===== src/rtl/mem_arbiter.sv =====
// Arbitrates one single-port RAM between an instruction fetch port and a data port.
// Data normally wins; a saturating starvation counter forces an instruction grant.
module mem_arbiter #(
  parameter int STARVE_MAX = 4
) (
  input  logic        CLK,
  input  logic        RST,
  input  logic        iREN,
  input  logic [31:0] iaddr,
  output logic [31:0] iload,
  output logic        iwait,
  input  logic        dREN,
  input  logic        dWEN,
  input  logic [31:0] daddr,
  input  logic [31:0] dstore,
  output logic [31:0] dload,
  output logic        dwait,
  output logic        ramREN,
  output logic        ramWEN,
  output logic [31:0] ramaddr,
  output logic [31:0] ramstore,
  input  logic [31:0] ramload,
  input  logic [1:0]  ramstate,
  output logic        mem_err
);

  localparam int CNT_W = (STARVE_MAX < 1) ? 1 : $clog2(STARVE_MAX + 1);
  localparam logic [CNT_W-1:0] CNT_MAX = CNT_W'(STARVE_MAX);

  localparam logic [1:0] RAM_ACCESS = 2'd2;
  localparam logic [1:0] RAM_ERROR  = 2'd3;

  typedef enum logic [1:0] {
    IDLE   = 2'd0,
    DGRANT = 2'd1,
    IGRANT = 2'd2
  } state_t;

  state_t           state, state_nxt;
  logic [CNT_W-1:0] starve_cnt, starve_nxt;
  logic             dreq;
  logic             ram_done;
  logic             istarved;

  function automatic logic [CNT_W-1:0] sat_inc(input logic [CNT_W-1:0] c);
    if (c >= CNT_MAX) return CNT_MAX;
    return c + CNT_W'(1);
  endfunction

  assign dreq     = dREN | dWEN;
  assign ram_done = (ramstate == RAM_ACCESS);
  assign istarved = (starve_cnt == CNT_MAX);

  // Both read ports see the RAM bus directly; only the completing side samples it.
  assign iload = ramload;
  assign dload = ramload;

  always_ff @(posedge CLK) begin
    if (RST) begin
      state      <= IDLE;
      starve_cnt <= '0;
      mem_err    <= 1'b0;
    end else begin
      state      <= state_nxt;
      starve_cnt <= starve_nxt;
      if ((state != IDLE) && (ramstate == RAM_ERROR)) mem_err <= 1'b1;
    end
  end

  always_comb begin
    state_nxt  = state;
    starve_nxt = starve_cnt;
    case (state)
      IDLE: begin
        if (iREN && (!dreq || istarved)) begin
          state_nxt  = IGRANT;
          starve_nxt = '0;
        end else if (dreq) begin
          state_nxt  = DGRANT;
          starve_nxt = iREN ? sat_inc(starve_cnt) : '0;
        end else if (!iREN) begin
          starve_nxt = '0;
        end
      end
      // Completion always drops back to IDLE so a held request is re-arbitrated.
      DGRANT: begin
        if (!dreq || ram_done) state_nxt = IDLE;
      end
      IGRANT: begin
        if (!iREN || ram_done) state_nxt = IDLE;
      end
      default: state_nxt = IDLE;
    endcase
  end

  always_comb begin
    ramREN   = 1'b0;
    ramWEN   = 1'b0;
    ramaddr  = '0;
    ramstore = '0;
    iwait    = iREN;
    dwait    = dreq;
    case (state)
      DGRANT: begin
        ramaddr  = daddr;
        ramstore = dstore;
        ramWEN   = dWEN;
        ramREN   = dREN & ~dWEN;
        dwait    = ~ram_done;
      end
      IGRANT: begin
        ramaddr = iaddr;
        ramREN  = 1'b1;
        iwait   = ~ram_done;
      end
      default: ;
    endcase
  end

endmodule


===== config.mk =====
export PLATFORM = sky130hd
export DESIGN_NAME = mem_arbiter
export DESIGN_NICKNAME = d
export VERILOG_FILES = /design/src/rtl/mem_arbiter.sv
export SDC_FILE = /design/constraint.sdc
export NUM_CORES = 1
export LEC_CHECK = 0
export ABC_AREA = 1
export BUFFER_PORTS_ARGS = -buffer_cell sky130_fd_sc_hd__buf_4
export CORE_AREA = 2 2 105 107
export DETAILED_ROUTE_END_ITERATION = 8
export DIE_AREA = 0 0 107 109
export PLACE_DENSITY_LB_ADDON = 0.25
export SLEW_MARGIN = 20
export SYNTH_ARGS = -nofsm -noshare
export SYNTH_HDL_FRONTEND = slang
export SYNTH_SLANG_ARGS = --single-unit

===== constraint.sdc =====
create_clock -name CLK -period 1.65 [get_ports CLK]
set_input_delay 0.4125 -clock CLK [delete_from_list [all_inputs] [get_ports CLK]]
set_output_delay 0.4125 -clock CLK [all_outputs]
set_load 0.01 [all_outputs]

# Word level (Yosys, flattened, before mapping)
# Index checks and enable logic that the tools add are counted.
[word_totals]
regBits = 6
latchBits = 0
ram_bits = 0
mem_bits_ro = 0
in_bits = 135
output_inout_bits = 133
elab_cells = 50
mem_count = 0
[classes]
n_addsub = 1
mul = 0
div_mod_pow = 0
magnitude_cmp = 1
n_eq_ne = 9
shift = 0
mux = 21
n_bitwise = 4
n_reduce_logical = 11
[ops]
columns = ["cell", "count"]
rows = [
  ["$pmux 32 s2", 1],
  ["$mux 32", 1],
  ["$mux 3", 6],
  ["$mux 2", 4],
  ["$mux 1", 7],
  ["$eq 2x2->1 const B", 3],
  ["$pmux 2 s3", 1],
  ["$ne 2x2->1 const B", 2],
  ["$add 3x1->3 const B", 1],
  ["$eq 3x3->1 const B", 1],
  ["$ge 3x3->1 const B", 1],
  ["$logic_or 1x1->1", 3],
  ["$ne 3x1->1 const B", 1],
  ["$ne 3x3->1 const B", 1],
  ["$reduce_and 3->1", 1],
  ["$eq 2x1->1 const B", 1],
  ["$logic_and 1x1->1", 2],
  ["$logic_not 1->1", 2],
  ["$logic_not 2->1", 1],
  ["$not 1->1", 2],
  ["$pmux 1 s2", 1],
  ["$reduce_and 2->1", 1],
  ["$reduce_bool 2->1", 1],
  ["$and 1x1->1", 1],
  ["$or 1x1->1", 1],
]

# Longest topological paths before layout
[depth]
depth_word = 10
mapped_depth = 9
mapped_depth_nobuf = 8

# Least setup slack after synthesis
# Ideal clock, no wire load.
[synth_timing]
path_type = "register to output"
startpoint = "reg state[0]"
endpoint = "out ramREN"
arrival_ns = 1.167
required_time_ns = 1.237
path_slack_ns = 0.071
stages_incl_launch_ff = 6
n_path_buf = 1
cell_sequence = "dfxtp_1 inv_1 ha_1 inv_1 buf_1 nor2_1"
[synth_via]
elab_chain_len = 2
elab_cells_between_ends = 3
cone_classes = "eq/ne: 2; mux: 1"
[synth_rtl]
columns = ["element", "line_no", "source"]
rows = [
  ["start: declaration", "39", "state_t state, state_nxt;"],
  ["start signal: assignment", "64", "state <= state_nxt;"],
  ["$eq 2x2->1 or $eq 2x1->1 (tied branches)", "103", "case (state)"],
  ["$pmux 1 s2 (*)", "103", ""],
  ["end: declaration", "18", "output logic ramREN,"],
]
# Mark *: on every way between the ends. The rest lies on a longest branch, timed or not.

# Worst setup path in the final report
[layout_timing]
startpoint = "reg state[0]"
endpoint = "out ramaddr[21]"
[layout_via]
elab_chain_len = 2
elab_cells_between_ends = 3
cone_classes = "eq/ne: 2; mux: 1"
[layout_rtl]
columns = ["element", "line_no", "source"]
rows = [
  ["$eq 2x2->1 or $eq 2x1->1 (tied branches)", "103", ""],
  ["$pmux 32 s2 (*)", "103", ""],
  ["end: declaration", "20", "output logic [31:0] ramaddr,"],
]
# Marks and branches as above.

==> run metrics <==
FMAX 536 MHz; CTS tree done; Req. time, crit path roughly 1.2 ns; Leakage ~1.9 nW; CORE AREA ~11,000 um2; Starting DRT DRC Count around 140; Post-Route Skew around 0.0013 ns; final wirelength approximately 8.1 mm; CTS Buf Count 3; RSZ-0062 raised after global routing yes; top cells by area, synth buf_4 31%, nand2_1 24%, a21oi_1 10%; average routed wire per standard cell around 14 um; Arr. time, crit path ~1.5 ns; synthesized instance count 301; Sink Count 6; Boundary Pins 268; prevailing post-synth register cell dfxtp_1; cts hold-fix bufs 0; antenna-violating nets left 0; CP Max Fanout 8; vias in the first global route a little under 2,000; Critical-path top delay cell dfxtp_2; post-layout net count between 500 and 600; Critical Path End Type output port; Pwr Density 540 nW/um2; Design Area, Final ~3700 um2; drt pass-1 iters 4; async set or reset register ratio after synthesis 0%; Total Power between 1.5 and 2 mW; chip height between 100 and 150 um; Synth area leader buf_4; Clock Latency Late Sink around 0.23 ns; maxcap violations 0; syn nets between 400 and 500; failing checks setup timing; flop2flop setup slack about 0.31 ns; CP Launch Type flip-flop; Reg-to-Reg Start state[0]$_SDFFE_PP0P_; Worst Setup SP state[0]$_SDFFE_PP0P_; routed vias ~2,300; part of the cycle the worst path needs 113%; layout cells sized above 1 between 70 and 80%; most frequent cell after synthesis nand2_1; Cell Rows 38; critical path, cell by cell buf_6 -> ha_4 -> buf_12 -> clkbuf_16 -> nand2_1 -> a21oi_1 -> buf_4; flops & latches, synth 6; largest net degree at the start of global routing 22; Yosys top cell area share between 30% and 40%; drt drc 0; Reg clk slew, reported paths approximately 0.03 ns; gr ovfl total 0; dpl ws -0.0399 ns; relative slew slack 87.2%; Layout Area Growth over Synthesis 121%; CP Class flip-flop to output port; post-DP HPWL approximately 5.3 mm; IO Port Bufs between 150 and 200; Synth warnings 0; Unique masters post-synth 22; GRT Util Overall roughly 11%; Die ar. 11,700 um2; # H-tree levels 1; Starting Density 15.6%; synthesized area about 1700 um2; # diodes 0; GP Congestion 0.757; EDFF count, synth 0; CP peak stage delay approximately 0.35 ns; clock root buffer clkbuf_8; syn avg cell area around 5.5 um2; worst vdd ir between 0.3 and 0.4 mV; Placed Area between 2000 and 3000 um2; final setup margin -0.217 ns; Fin. Hold Viols 0; vias per cell roughly 4.0; Worst Reg-to-Reg Cells 9; fin. max-slew vios 0; sequential area share after synthesis 7.26%; synth cell count leaders 104 x nand2_1, 68 x buf_4, 43 x inv_1, 34 x a21oi_1, 8 x buf_2; RR Endpoint state[0]$_SDFFE_PP0P_; Die X about 110 um; first-pass GRT wire length ~9.8 mm; min Tclk post-route 1.87 ns; CTS Buffer Depth 2; worst setup path end ramaddr[21]; Hold Path Class input pin to flip-flop; initial antenna violation count 0; Final Util roughly 35%; outcome finished with violations; Final setup viols 67; worst slew pin tran about 0.19 ns
-- state kept, by name (all words and copies together) (netlist names) --
signal	cells
starve_cnt	3
mem_err	1
state	2
-- area by class of cell --
class                   count  area, um2
clock buffers               3       41.3
fillers                  1144       6940
inverters                  46        183
multi-input cells         170       1250
flip-flops and latches      6        125
well taps                 140        175
repair buffers            198       1880
-- worst min path at each step --
| stage | from | endpoint | slack (ns) | cells past startpoint |
|---|---|---|---|---|
| after floorplan | starve_cnt[1]$_SDFFE_PP0P_ | starve_cnt[1]$_SDFFE_PP0P_ | 0.46 | 2 |
| after global placement | mem_err$_SDFFE_PP0P_ | mem_err$_SDFFE_PP0P_ | 0.46 | 2 |
| after detailed placement | mem_err$_SDFFE_PP0P_ | mem_err$_SDFFE_PP0P_ | 0.47 | 2 |
| after CTS | RST | state[1]$_SDFFE_PP0P_ | 0.38 | 2 |
| after global routing | RST | state[1]$_SDFFE_PP0P_ | 0.38 | 2 |
| final | RST | state[1]$_SDFFE_PP0P_ | 0.38 | 2 |
-- repair_timing --
item,CTS,global route
gates resized for setup,78,126
setup endpoints to repair,68,68
setup buffers,4,4
gates cloned,5,5
pin swaps,4,36
-- where the power goes --
part | switching [mW] | internal, mW | total [mW]
sequential | 0.0105 | 0.157 | 0.168
combinational | 0.737 | 0.849 | 1.59
clock | 0.0659 | 0.157 | 0.223
total | 0.814 | 1.16 | 1.98
-- layout by cell type, fill, tap and decap left out, types with 2 or more instances in the layout --
cell         n
clkbuf_8     3
ha_1         2
o21ai_2      3
inv_1       12
buf_4      145
buf_12       7
nand4_1      3
inv_2       30
dfxtp_1      4
nand2_1     46
buf_6       37
nand3_1      2
a21oi_4      2
inv_4        2
nand3_2      2
nand2_4     28
clkbuf_16    5
ha_4         3
a21oi_2     28
nor2_1       5
nand2_2     34
a21oi_1      6
o21ai_0      2
buf_16       4
-- per-layer routing --
| metal | track usage [%] | part of all wire (%) |
|---|---|---|
| met1 | 11.9 | 38 |
| met2 | 21.1 | 54 |
| met3 | 2.63 | 7.5 |
| met4 | 1.39 | 0.17 |
| met5 | 0 | 0 |
-- worst max-delay path, delay by kind of cell, from the launching register on --
| kind | cells | cell delay [ns] |
|---|---|---|
| buf+inv | 4 | 0.53 |
| simple gates | 1 | 0.06 |
| flops | 1 | 0.35 |
| fa+ha+maj | 1 | 0.16 |
| compound gates | 1 | 0.13 |
-- stage by stage --
step | hold slack, ns | setup TNS, ns | instances
5_1_grt | 0.384 | -13.45 | 563
2_1_floorplan | 0.456 | 0 | 301
3_3_place_gp | 0.462 | -0.106 | 543
6_report | 0.378 | -10.72 | 563
3_5_place_dp | 0.466 | -0.0899 | 543
4_1_cts | 0.377 | -9.28 | 555
-- logic make-up after synthesis --
logic type                 after synthesis  synth area share, %
DFF                                      6                 7.26
AOI/OAI and AO/OA                       44                 14.4
adders and majority gates                5                 3.78
and+or+nand+nor                        121                 30.2
buffers and inverters                  125                 44.4
Power figures use the tool's default switching activity.
